[src/rtl/ps2_host_tx_if.sv]
// ps2_host_tx_if: command/status handshake plus PS/2 pad levels and open-drain enables
interface ps2_host_tx_if;
  logic [7:0] tx_data;
  logic       tx_start;
  logic       tx_busy;
  logic       tx_done;
  logic       tx_err;
  logic [1:0] tx_err_code;
  logic       ps2_clk_in;
  logic       ps2_data_in;
  logic       ps2_clk_oe;
  logic       ps2_data_oe;
  modport master (
    output tx_data, tx_start, ps2_clk_in, ps2_data_in,
    input  tx_busy, tx_done, tx_err, tx_err_code, ps2_clk_oe, ps2_data_oe
  );
  modport slave (
    input  tx_data, tx_start, ps2_clk_in, ps2_data_in,
    output tx_busy, tx_done, tx_err, tx_err_code, ps2_clk_oe, ps2_data_oe
  );
endinterface

[src/rtl/ps2_host_tx.sv]
// ps2_host_tx: host-to-device PS/2 command byte transmitter with glitch filtering and watchdogs
module ps2_host_tx #(
  parameter int CLK_FREQ_HZ      = 65_000_000,
  parameter int INHIBIT_US       = 100,
  parameter int RTS_US           = 1,
  parameter int START_TIMEOUT_US = 15000,
  parameter int BIT_TIMEOUT_US   = 2000,
  parameter int FILTER_LEN       = 8
) (
  input  logic         clk,
  input  logic         rst,
  ps2_host_tx_if.slave bus
);
  localparam int US          = CLK_FREQ_HZ / 1_000_000;
  localparam int INHIBIT_CYC = INHIBIT_US * US;
  localparam int RTS_CYC     = RTS_US * US;
  localparam int START_CYC   = START_TIMEOUT_US * US;
  localparam int BIT_CYC     = BIT_TIMEOUT_US * US;
  localparam int M1          = INHIBIT_CYC > RTS_CYC ? INHIBIT_CYC : RTS_CYC;
  localparam int M2          = START_CYC > BIT_CYC ? START_CYC : BIT_CYC;
  localparam int CW          = $clog2((M1 > M2 ? M1 : M2) + 1);
  localparam int FW          = $clog2(FILTER_LEN + 1);

  typedef enum logic [2:0] {IDLE, INHIBIT, RTS, SHIFT, ACK, WAIT_IDLE, DONE, ERR} state_t;

  state_t             state_q, state_d;
  logic [CW-1:0]      cnt_q, cnt_d;
  logic [9:0]         shreg_q, shreg_d;
  logic [3:0]         bitcnt_q, bitcnt_d;
  logic               clk_oe_q, clk_oe_d, data_oe_q, data_oe_d;
  logic               busy_q, busy_d, done_q, done_d, err_q, err_d;
  logic [1:0]         code_q, code_d;
  logic [1:0]         sync1_q, sync1_d, sync2_q, sync2_d, filt_q, filt_d;
  logic [1:0][FW-1:0] fcnt_q, fcnt_d;
  logic [1:0]         flip;
  logic [1:0]         ecode;
  logic               fall, expire, to_err;

  // bit 0 tracks the clock pad, bit 1 the data pad
  always_comb begin
    sync1_d = {bus.ps2_data_in, bus.ps2_clk_in};
    sync2_d = sync1_q;
    flip    = '0;
    filt_d  = filt_q;
    fcnt_d  = fcnt_q;
    for (int i = 0; i < 2; i++) begin
      flip[i]   = sync2_q[i] != filt_q[i] && fcnt_q[i] == FW'(FILTER_LEN - 1);
      filt_d[i] = flip[i] ? sync2_q[i] : filt_q[i];
      fcnt_d[i] = (sync2_q[i] == filt_q[i] || flip[i]) ? '0 : fcnt_q[i] + 1'b1;
    end
    fall = filt_q[0] & flip[0];
  end

  always_comb begin
    state_d   = state_q;
    cnt_d     = cnt_q;
    shreg_d   = shreg_q;
    bitcnt_d  = bitcnt_q;
    clk_oe_d  = clk_oe_q;
    data_oe_d = data_oe_q;
    busy_d    = busy_q;
    done_d    = 1'b0;
    err_d     = 1'b0;
    code_d    = code_q;
    expire    = cnt_q == '0;
    to_err    = 1'b0;
    ecode     = bitcnt_q == '0 ? 2'b01 : 2'b10;
    case (state_q)
      IDLE: if (bus.tx_start) begin
        state_d  = INHIBIT;
        busy_d   = 1'b1;
        clk_oe_d = 1'b1;
        cnt_d    = CW'(INHIBIT_CYC - 1);
        shreg_d  = {1'b1, ~^bus.tx_data, bus.tx_data};
        bitcnt_d = '0;
      end
      INHIBIT: if (expire) begin
        state_d   = RTS;
        data_oe_d = 1'b1;
        cnt_d     = CW'(RTS_CYC - 1);
      end else cnt_d = cnt_q - 1'b1;
      RTS: if (expire) begin
        state_d  = SHIFT;
        clk_oe_d = 1'b0;
        cnt_d    = CW'(START_CYC - 1);
      end else cnt_d = cnt_q - 1'b1;
      SHIFT: if (fall) begin
        data_oe_d = ~shreg_q[0];
        shreg_d   = shreg_q >> 1;
        bitcnt_d  = bitcnt_q + 1'b1;
        cnt_d     = CW'(BIT_CYC - 1);
        state_d   = bitcnt_q == 4'd9 ? ACK : SHIFT;
      end else if (expire) to_err = 1'b1;
      else cnt_d = cnt_q - 1'b1;
      ACK: if (fall) begin
        to_err  = filt_q[1];
        ecode   = 2'b11;
        state_d = WAIT_IDLE;
        cnt_d   = CW'(BIT_CYC - 1);
      end else if (expire) to_err = 1'b1;
      else cnt_d = cnt_q - 1'b1;
      WAIT_IDLE: if (&filt_q) begin
        state_d = DONE;
        done_d  = 1'b1;
        busy_d  = 1'b0;
      end else if (expire) to_err = 1'b1;
      else cnt_d = cnt_q - 1'b1;
      default: state_d = IDLE;
    endcase
    if (to_err) begin
      state_d   = ERR;
      err_d     = 1'b1;
      code_d    = ecode;
      busy_d    = 1'b0;
      clk_oe_d  = 1'b0;
      data_oe_d = 1'b0;
    end
  end

  always_ff @(posedge clk) begin
    if (rst) begin
      state_q   <= IDLE;
      cnt_q     <= '0;
      shreg_q   <= '0;
      bitcnt_q  <= '0;
      clk_oe_q  <= 1'b0;
      data_oe_q <= 1'b0;
      busy_q    <= 1'b0;
      done_q    <= 1'b0;
      err_q     <= 1'b0;
      code_q    <= 2'b00;
      sync1_q   <= 2'b11;
      sync2_q   <= 2'b11;
      filt_q    <= 2'b11;
      fcnt_q    <= '0;
    end else begin
      state_q   <= state_d;
      cnt_q     <= cnt_d;
      shreg_q   <= shreg_d;
      bitcnt_q  <= bitcnt_d;
      clk_oe_q  <= clk_oe_d;
      data_oe_q <= data_oe_d;
      busy_q    <= busy_d;
      done_q    <= done_d;
      err_q     <= err_d;
      code_q    <= code_d;
      sync1_q   <= sync1_d;
      sync2_q   <= sync2_d;
      filt_q    <= filt_d;
      fcnt_q    <= fcnt_d;
    end
  end

  assign bus.tx_busy     = busy_q;
  assign bus.tx_done     = done_q;
  assign bus.tx_err      = err_q;
  assign bus.tx_err_code = code_q;
  assign bus.ps2_clk_oe  = clk_oe_q;
  assign bus.ps2_data_oe = data_oe_q;
endmodule

[src/flat_wrapper.sv]
// flat-port wrapper written by rule: the top's interface ports become plain ports
module ps2_host_tx_flat 
#(
  parameter int CLK_FREQ_HZ      = 65_000_000,
  parameter int INHIBIT_US       = 100,
  parameter int RTS_US           = 1,
  parameter int START_TIMEOUT_US = 15000,
  parameter int BIT_TIMEOUT_US   = 2000,
  parameter int FILTER_LEN       = 8
)
  (clk, rst, bus_tx_data, bus_tx_start, bus_ps2_clk_in, bus_ps2_data_in, bus_tx_busy, bus_tx_done, bus_tx_err, bus_tx_err_code, bus_ps2_clk_oe, bus_ps2_data_oe);
  ps2_host_tx_if bus_i ();
  input  logic clk;
  input  logic rst;
  input wire logic [$bits(bus_i.tx_data)-1:0] bus_tx_data;
  input wire logic [$bits(bus_i.tx_start)-1:0] bus_tx_start;
  input wire logic [$bits(bus_i.ps2_clk_in)-1:0] bus_ps2_clk_in;
  input wire logic [$bits(bus_i.ps2_data_in)-1:0] bus_ps2_data_in;
  output wire logic [$bits(bus_i.tx_busy)-1:0] bus_tx_busy;
  output wire logic [$bits(bus_i.tx_done)-1:0] bus_tx_done;
  output wire logic [$bits(bus_i.tx_err)-1:0] bus_tx_err;
  output wire logic [$bits(bus_i.tx_err_code)-1:0] bus_tx_err_code;
  output wire logic [$bits(bus_i.ps2_clk_oe)-1:0] bus_ps2_clk_oe;
  output wire logic [$bits(bus_i.ps2_data_oe)-1:0] bus_ps2_data_oe;
  assign bus_i.tx_data = bus_tx_data;
  assign bus_i.tx_start = bus_tx_start;
  assign bus_i.ps2_clk_in = bus_ps2_clk_in;
  assign bus_i.ps2_data_in = bus_ps2_data_in;
  assign bus_tx_busy = bus_i.tx_busy;
  assign bus_tx_done = bus_i.tx_done;
  assign bus_tx_err = bus_i.tx_err;
  assign bus_tx_err_code = bus_i.tx_err_code;
  assign bus_ps2_clk_oe = bus_i.ps2_clk_oe;
  assign bus_ps2_data_oe = bus_i.ps2_data_oe;
  ps2_host_tx #(.CLK_FREQ_HZ(CLK_FREQ_HZ), .INHIBIT_US(INHIBIT_US), .RTS_US(RTS_US), .START_TIMEOUT_US(START_TIMEOUT_US), .BIT_TIMEOUT_US(BIT_TIMEOUT_US), .FILTER_LEN(FILTER_LEN)) u_core (.clk(clk), .rst(rst), .bus(bus_i));
endmodule
[config.mk]
export PLATFORM = sky130hd
export DESIGN_NAME = ps2_host_tx_flat
export DESIGN_NICKNAME = d
export VERILOG_FILES = /design/src/rtl/ps2_host_tx_if.sv /design/src/rtl/ps2_host_tx.sv /design/src/flat_wrapper.sv
export SDC_FILE = /design/constraint.sdc
export NUM_CORES = 1
export LEC_CHECK = 0
export CAP_MARGIN = 25
export CORE_MARGIN = 2
export CORE_UTILIZATION = 55
export DETAILED_ROUTE_END_ITERATION = 7
export GPL_TIMING_DRIVEN = 0
export PLACE_DENSITY_LB_ADDON = 0.25
export SLEW_MARGIN = 20
export SYNTH_ARGS = -nofsm -noshare
export SYNTH_HDL_FRONTEND = slang
export SYNTH_SLANG_ARGS = --single-unit
export TNS_END_PERCENT = 5
[constraint.sdc]
create_clock -name clk -period 5.9 [get_ports clk]
set_input_delay 1.77 -clock clk [delete_from_list [all_inputs] [get_ports clk]]
set_output_delay 1.77 -clock clk [all_outputs]
set_load 0.02 [all_outputs]
Word level (Yosys, flattened, before mapping)
Index checks and enable logic that the tools add are counted.
{"block": "word_totals", "register_bits": 58, "inputBits": 13, "out_inout_bits": 7, "elab_cells": 112}
{"block": "classes", "add_sub_neg": 4, "n_eq_ne": 24, "n_mux": 40, "bitwise": 3, "n_reduce_logical": 25}
{"cell": "$mux 20", "n": 6}
{"cell": "$pmux 20 s5", "n": 1}
{"cell": "$mux 3", "n": 8}
{"cell": "$logic_not 20->1", "n": 1}
{"cell": "$mux 10", "n": 2}
{"cell": "$pmux 10 s2", "n": 1}
{"cell": "$sub 20x1->20 const B", "n": 1}
{"cell": "$pmux 3 s6", "n": 1}
{"cell": "$ne 3x1->1 const B", "n": 5}
{"cell": "$reduce_and 3->1", "n": 5}
{"cell": "$add 4x1->4 const B", "n": 3}
{"cell": "$mux 1", "n": 11}
{"cell": "$reduce_or 2->1", "n": 5}
{"cell": "$eq 4x3->1 const B", "n": 2}
{"cell": "$mux 4", "n": 2}
{"cell": "$ne 2x1->1 const B", "n": 4}
{"cell": "$pmux 4 s2", "n": 1}
{"cell": "$reduce_bool 2->1", "n": 4}
{"cell": "$reduce_xnor 8->1", "n": 1}
{"cell": "$eq 3x2->1 const B", "n": 2}
{"cell": "$eq 3x3->1 const B", "n": 2}
{"cell": "$mux 2", "n": 3}
{"cell": "$pmux 1 s2", "n": 3}
{"cell": "$reduce_and 6->1", "n": 1}
{"cell": "15 further kinds", "n": 21}

Logic depth before layout (Yosys ltp)
{"block": "depth", "word_depth": 7, "depth_mapped": 12, "mapped_depth_nobuf": 11}

Worst setup path before layout
OpenSTA, ideal clock, no wires.
{"block": "synth_timing", "kind": "input -> register", "from": "in bus_tx_start", "to": "reg u_core.cnt_q[8]", "setup_time_ns": 0.122, "t_arrival_ns": 2.884, "required_time_ns": 5.778, "path_slack_ns": 2.894, "cell_stages": 5, "cell_sequence": "or4_1 -> o21ai_2 -> clkbuf_8 -> nor2_1 -> a221o_1"}
{"block": "synth_via", "elab_chain_len": 2}
{"item": "start: declaration", "line_no": "flat_wrapper.sv:16", "rtl": "input wire logic [$bits(bus_i.tx_start)-1:0] bus_tx_start;"}
{"item": "$ne 2x2->1 (no source line)"}
{"item": "$reduce_and 3->1 (no source line)"}
{"item": "end signal: assignment", "line_no": "ps2_host_tx.sv:138", "rtl": "cnt_q <= cnt_d;"}
{"item": "end: declaration", "line_no": "ps2_host_tx.sv:27", "rtl": "logic [CW-1:0] cnt_q, cnt_d;"}
No other way between the ends.
A chain may end at the register's enable or synchronous reset.

Final worst setup path
{"block": "layout_timing", "from": "in bus_tx_start", "to": "reg u_core.bitcnt_q[2]"}
{"block": "layout_via", "elab_chain_len": 2}
{"item": "$ne 2x2->1 (no source line)"}
{"item": "$reduce_and 3->1 (no source line)"}
{"item": "end signal: assignment", "line_no": "ps2_host_tx.sv:140", "rtl": "bitcnt_q <= bitcnt_d;"}
{"item": "end: declaration", "line_no": "ps2_host_tx.sv:29", "rtl": "logic [3:0] bitcnt_q, bitcnt_d;"}
No other way between the ends.

==> flow_summary_export.csv <==
group,metric,value,unit
clock_network,root_buffer,"clkbuf_8",
detailed_routing,totalWireLength,11000,microns
layout,drive_above_1_share,14.3,%
detailed_routing,drt_iter0_drc,454,
grt,grt_pass1_vias,3458,
yosys,syn_area_per_cell,8.34,sq um
floorplan,fp-row-count,30,
critical_path,slowest_delay,0.74,ns
yosys,synthTopCellsByArea,"dfxtp_1 (31%), nand2_1 (4.4%), nor2_1 (3.9%), o21ai_0 (3.4%), a311oi_1 (3.3%)",
critical_path,startpoint_type,"input port",
floorplan,boundaryPins,20,
timing,hold_viol,0,
placed_design,numPortBuffers,19,
timing,finalSetupViolations,0,
floorplan,core,6680,sq um
timing,final.period_utilization,62.1,%
timing,rsz0062_at_grt,"no",
hold_path,hold_depth,1,
clock_network,clk_pin_slew,0.07,ns
yosys,yosysUniqueCellTypes,76,
yosys,ys_ff_latch,58,
critical_path,critPathTopFamily,"simple AND/OR/NAND/NOR gates",
layout,fillers,595,
timing,period_needed,3.66,ns
run,cap_viol_max_count,0,
layout,layout_commonest_cell,"dfxtp_1",
timing,drv_slew,0,
floorplan,die_area,7450,sq um
layout,nNetsFinal,499,
placed_design,dp_hpwl,7890,microns
placed_design,place_congestion,0.953,
critical_path,cp_cell_sequence,"clkdlybuf4s50_1 -> nor4b_2 -> a31o_2 -> buf_2 -> nand2_1 -> xor2_1 -> nor3_1",
critical_path,cp_slowest_cell,"nor4b_2",
timing,maxSlewHeadroom,42.8,%
yosys,synth_seq_area_share,31.2,%
timing,clock.fmax,273,MHz
power_and_ir_drop,worst_ir_drop_vdd,0.000225,V
detailed_routing,wire_per_inst,19.6,microns
grt,grt_overflow,0,
detailed_routing,ant_nets,0,
yosys,yosysTopAreaCellShare,31.2,%
grt,antenna_found_initial,0,
timing,worstMarginPinSlew,0.856,ns
clock_network,clock_sink_count,58,
critical_path,crit_cells,7,
detailed_routing,vias,3766,
critical_path,worstSetupPathType,"input port to flip-flop",
clock_network,cts_setup_buffers,0,
timing,skew,0.0106,ns
clock_network,htree_levels,3,
clock_network,cts_tree,"done",
critical_path,crit_arrival,3.87,ns
yosys,synth-warning-count,0,
clock_network,cts_hold_buffers,0,
clock_network,cts_max_path_buffers,2,
timing,fin_setup_tns,0,ns
layout,areaGrowthSynthToFinish,14.2,%
grt,grt_pass1_wl,17200,microns
power_and_ir_drop,p_leak,0.00159,uW
grt,grt_max_degree,12,
yosys,synth_flop_cell,"dfxtp_1",
floorplan,start_util,55.8,%
floorplan,die_y,86.3,microns
detailed_routing,drc_errors,0,
clock_network,cts-buffers-inserted,9,
critical_path,path_buf_inv,2,
yosys,synth-edff-count,0,
placed_design,place_area,4020,sq um
yosys,syn_nets,469,
layout,final_cell_mix,"dfxtp_1 (58), nand2_1 (44), nor2_1 (39)",
power_and_ir_drop,powerDensity,524,nW/um^2
floorplan,die_w,86.3,microns
yosys,synth_top_area_cell,"dfxtp_1",
clock_network,clk-insertion-delay-late,0.36,ns
layout,antenna_cells,0,
critical_path,critical_path_required,6.11,ns
critical_path,rr_worst_depth,12,
status,status,"completed",
yosys,synthCells,447,
critical_path,setup.worst_path.end_class,"flip-flop",
critical_path,crit_fanout,10,
grt,globalRouteTotalUtil,30.0,%
yosys,async_flop_share,0,%
detailed_routing,via_per_inst,6.70,
yosys,mappedNetlistArea,3730,sq um
layout,postLayoutCellArea,4260,sq um
hold_path,worstHoldPathType,"flip-flop to flip-flop",
detailed_routing,first_pass_iters,6,
clock_network,postCtsResizedCells,0,
-- cell usage after synthesis, drive strengths merged (2+ instances only) --
cell	number
o211ai	7
a221oi	3
or2	7
xnor2	12
nor2	41
o31ai	3
nand2	45
a21boi	3
a32oi	2
nor3	22
nor4	10
and2	6
nand2b	3
buf	14
a211o	2
a311oi	14
and3	4
or3	4
nand4	10
a22oi	2
clkbuf	13
a211oi	9
a221o	2
o21a	3
a21oi	20
and3b	5
o2bb2ai	2
nand3	14
xor2	5
a31oi	12
dfxtp	58
or4	7
o21ai	27
a31o	2
nor4b	2
o311ai	2
nor2b	2
and4	2
o22ai	5
inv	13
o2111ai	3
ha	9
o32ai	2
nand3b	2
-- through the flow --
step | cells | hold WS, ns | setup slack, ns | util [%] | total power, uW
final | 562 | 0.411 | 2.24 | 63.7 | 2230
after floorplan | 447 | 0.389 | 2.89 | - | 1430
after global placement | 546 | 0.392 | 1.95 | 60.1 | 1700
after detailed placement | 546 | 0.394 | 1.92 | 60.1 | 1730
after CTS | 562 | 0.413 | 2.26 | 63.7 | 2190
after global routing | 562 | 0.423 | 2.13 | 63.7 | 2340
-- per-layer routing --
metal / vias up / track usage [%] / part of all wire (%)
met1: 1739 / 37.2 / 41
met2: 205 / 46.6 / 45
met3: 58 / 8.95 / 9.4
li1: 1764 / - / -
met4: 0 / 16.3 / 4.8
met5: - / 0 / 0
-- power breakdown --
part	internal, uW	switching (uW)
registers	466	80.1
clock network	280	185
logic	455	765
total	1200	1030
-- cell families after synthesis --
family / share of synthesized area, %
buffers and inverters: 7.35
adders and majority gates: 3.02
muxes: 0.269
xor gates and xnor gates: 3.99
AOI/OAI and AO/OA: 25.7
and+or+nand+nor: 28.5
DFF: 31.2
-- flip-flops by register name, summed over array words and instances, names as in the netlist, 2 cells and up --
name / flops
u_core.sync1_q: 2
u_core.shreg_q: 10
u_core.bitcnt_q: 4
u_core.sync2_q: 2
u_core.bus.tx_err_code: 2
u_core.filt_q: 2
u_core.state_q: 3
u_core.cnt_q: 20
u_core.fcnt_q: 8
-- path summary, 6_finish.rpt --
path | end | startpoint | slack, ns
worst max-delay path | u_core.bitcnt_q[2] | bus_tx_start | 2.24
worst min-delay path | u_core.sync2_q[0] | u_core.sync1_q[0] | 0.41
worst max register to register | u_core.cnt_q[0] | u_core.cnt_q[0] | 3.16
worst min register to register | u_core.sync2_q[0] | u_core.sync1_q[0] | 0.41
-- layout make-up --
cell class	count	area, sq um	share of cell area (%)
clock inverter	7	116	2.73
multi-input combinational	348	2290	53.8
clock buffer	9	124	2.91
timing repair buffer	19	190	4.47
sequential	58	1160	27.3
inverter	14	66.3	1.56
buffer	27	208	4.88
tap	80	100	2.35
Note: power is estimated with default switching activity, not from simulation.
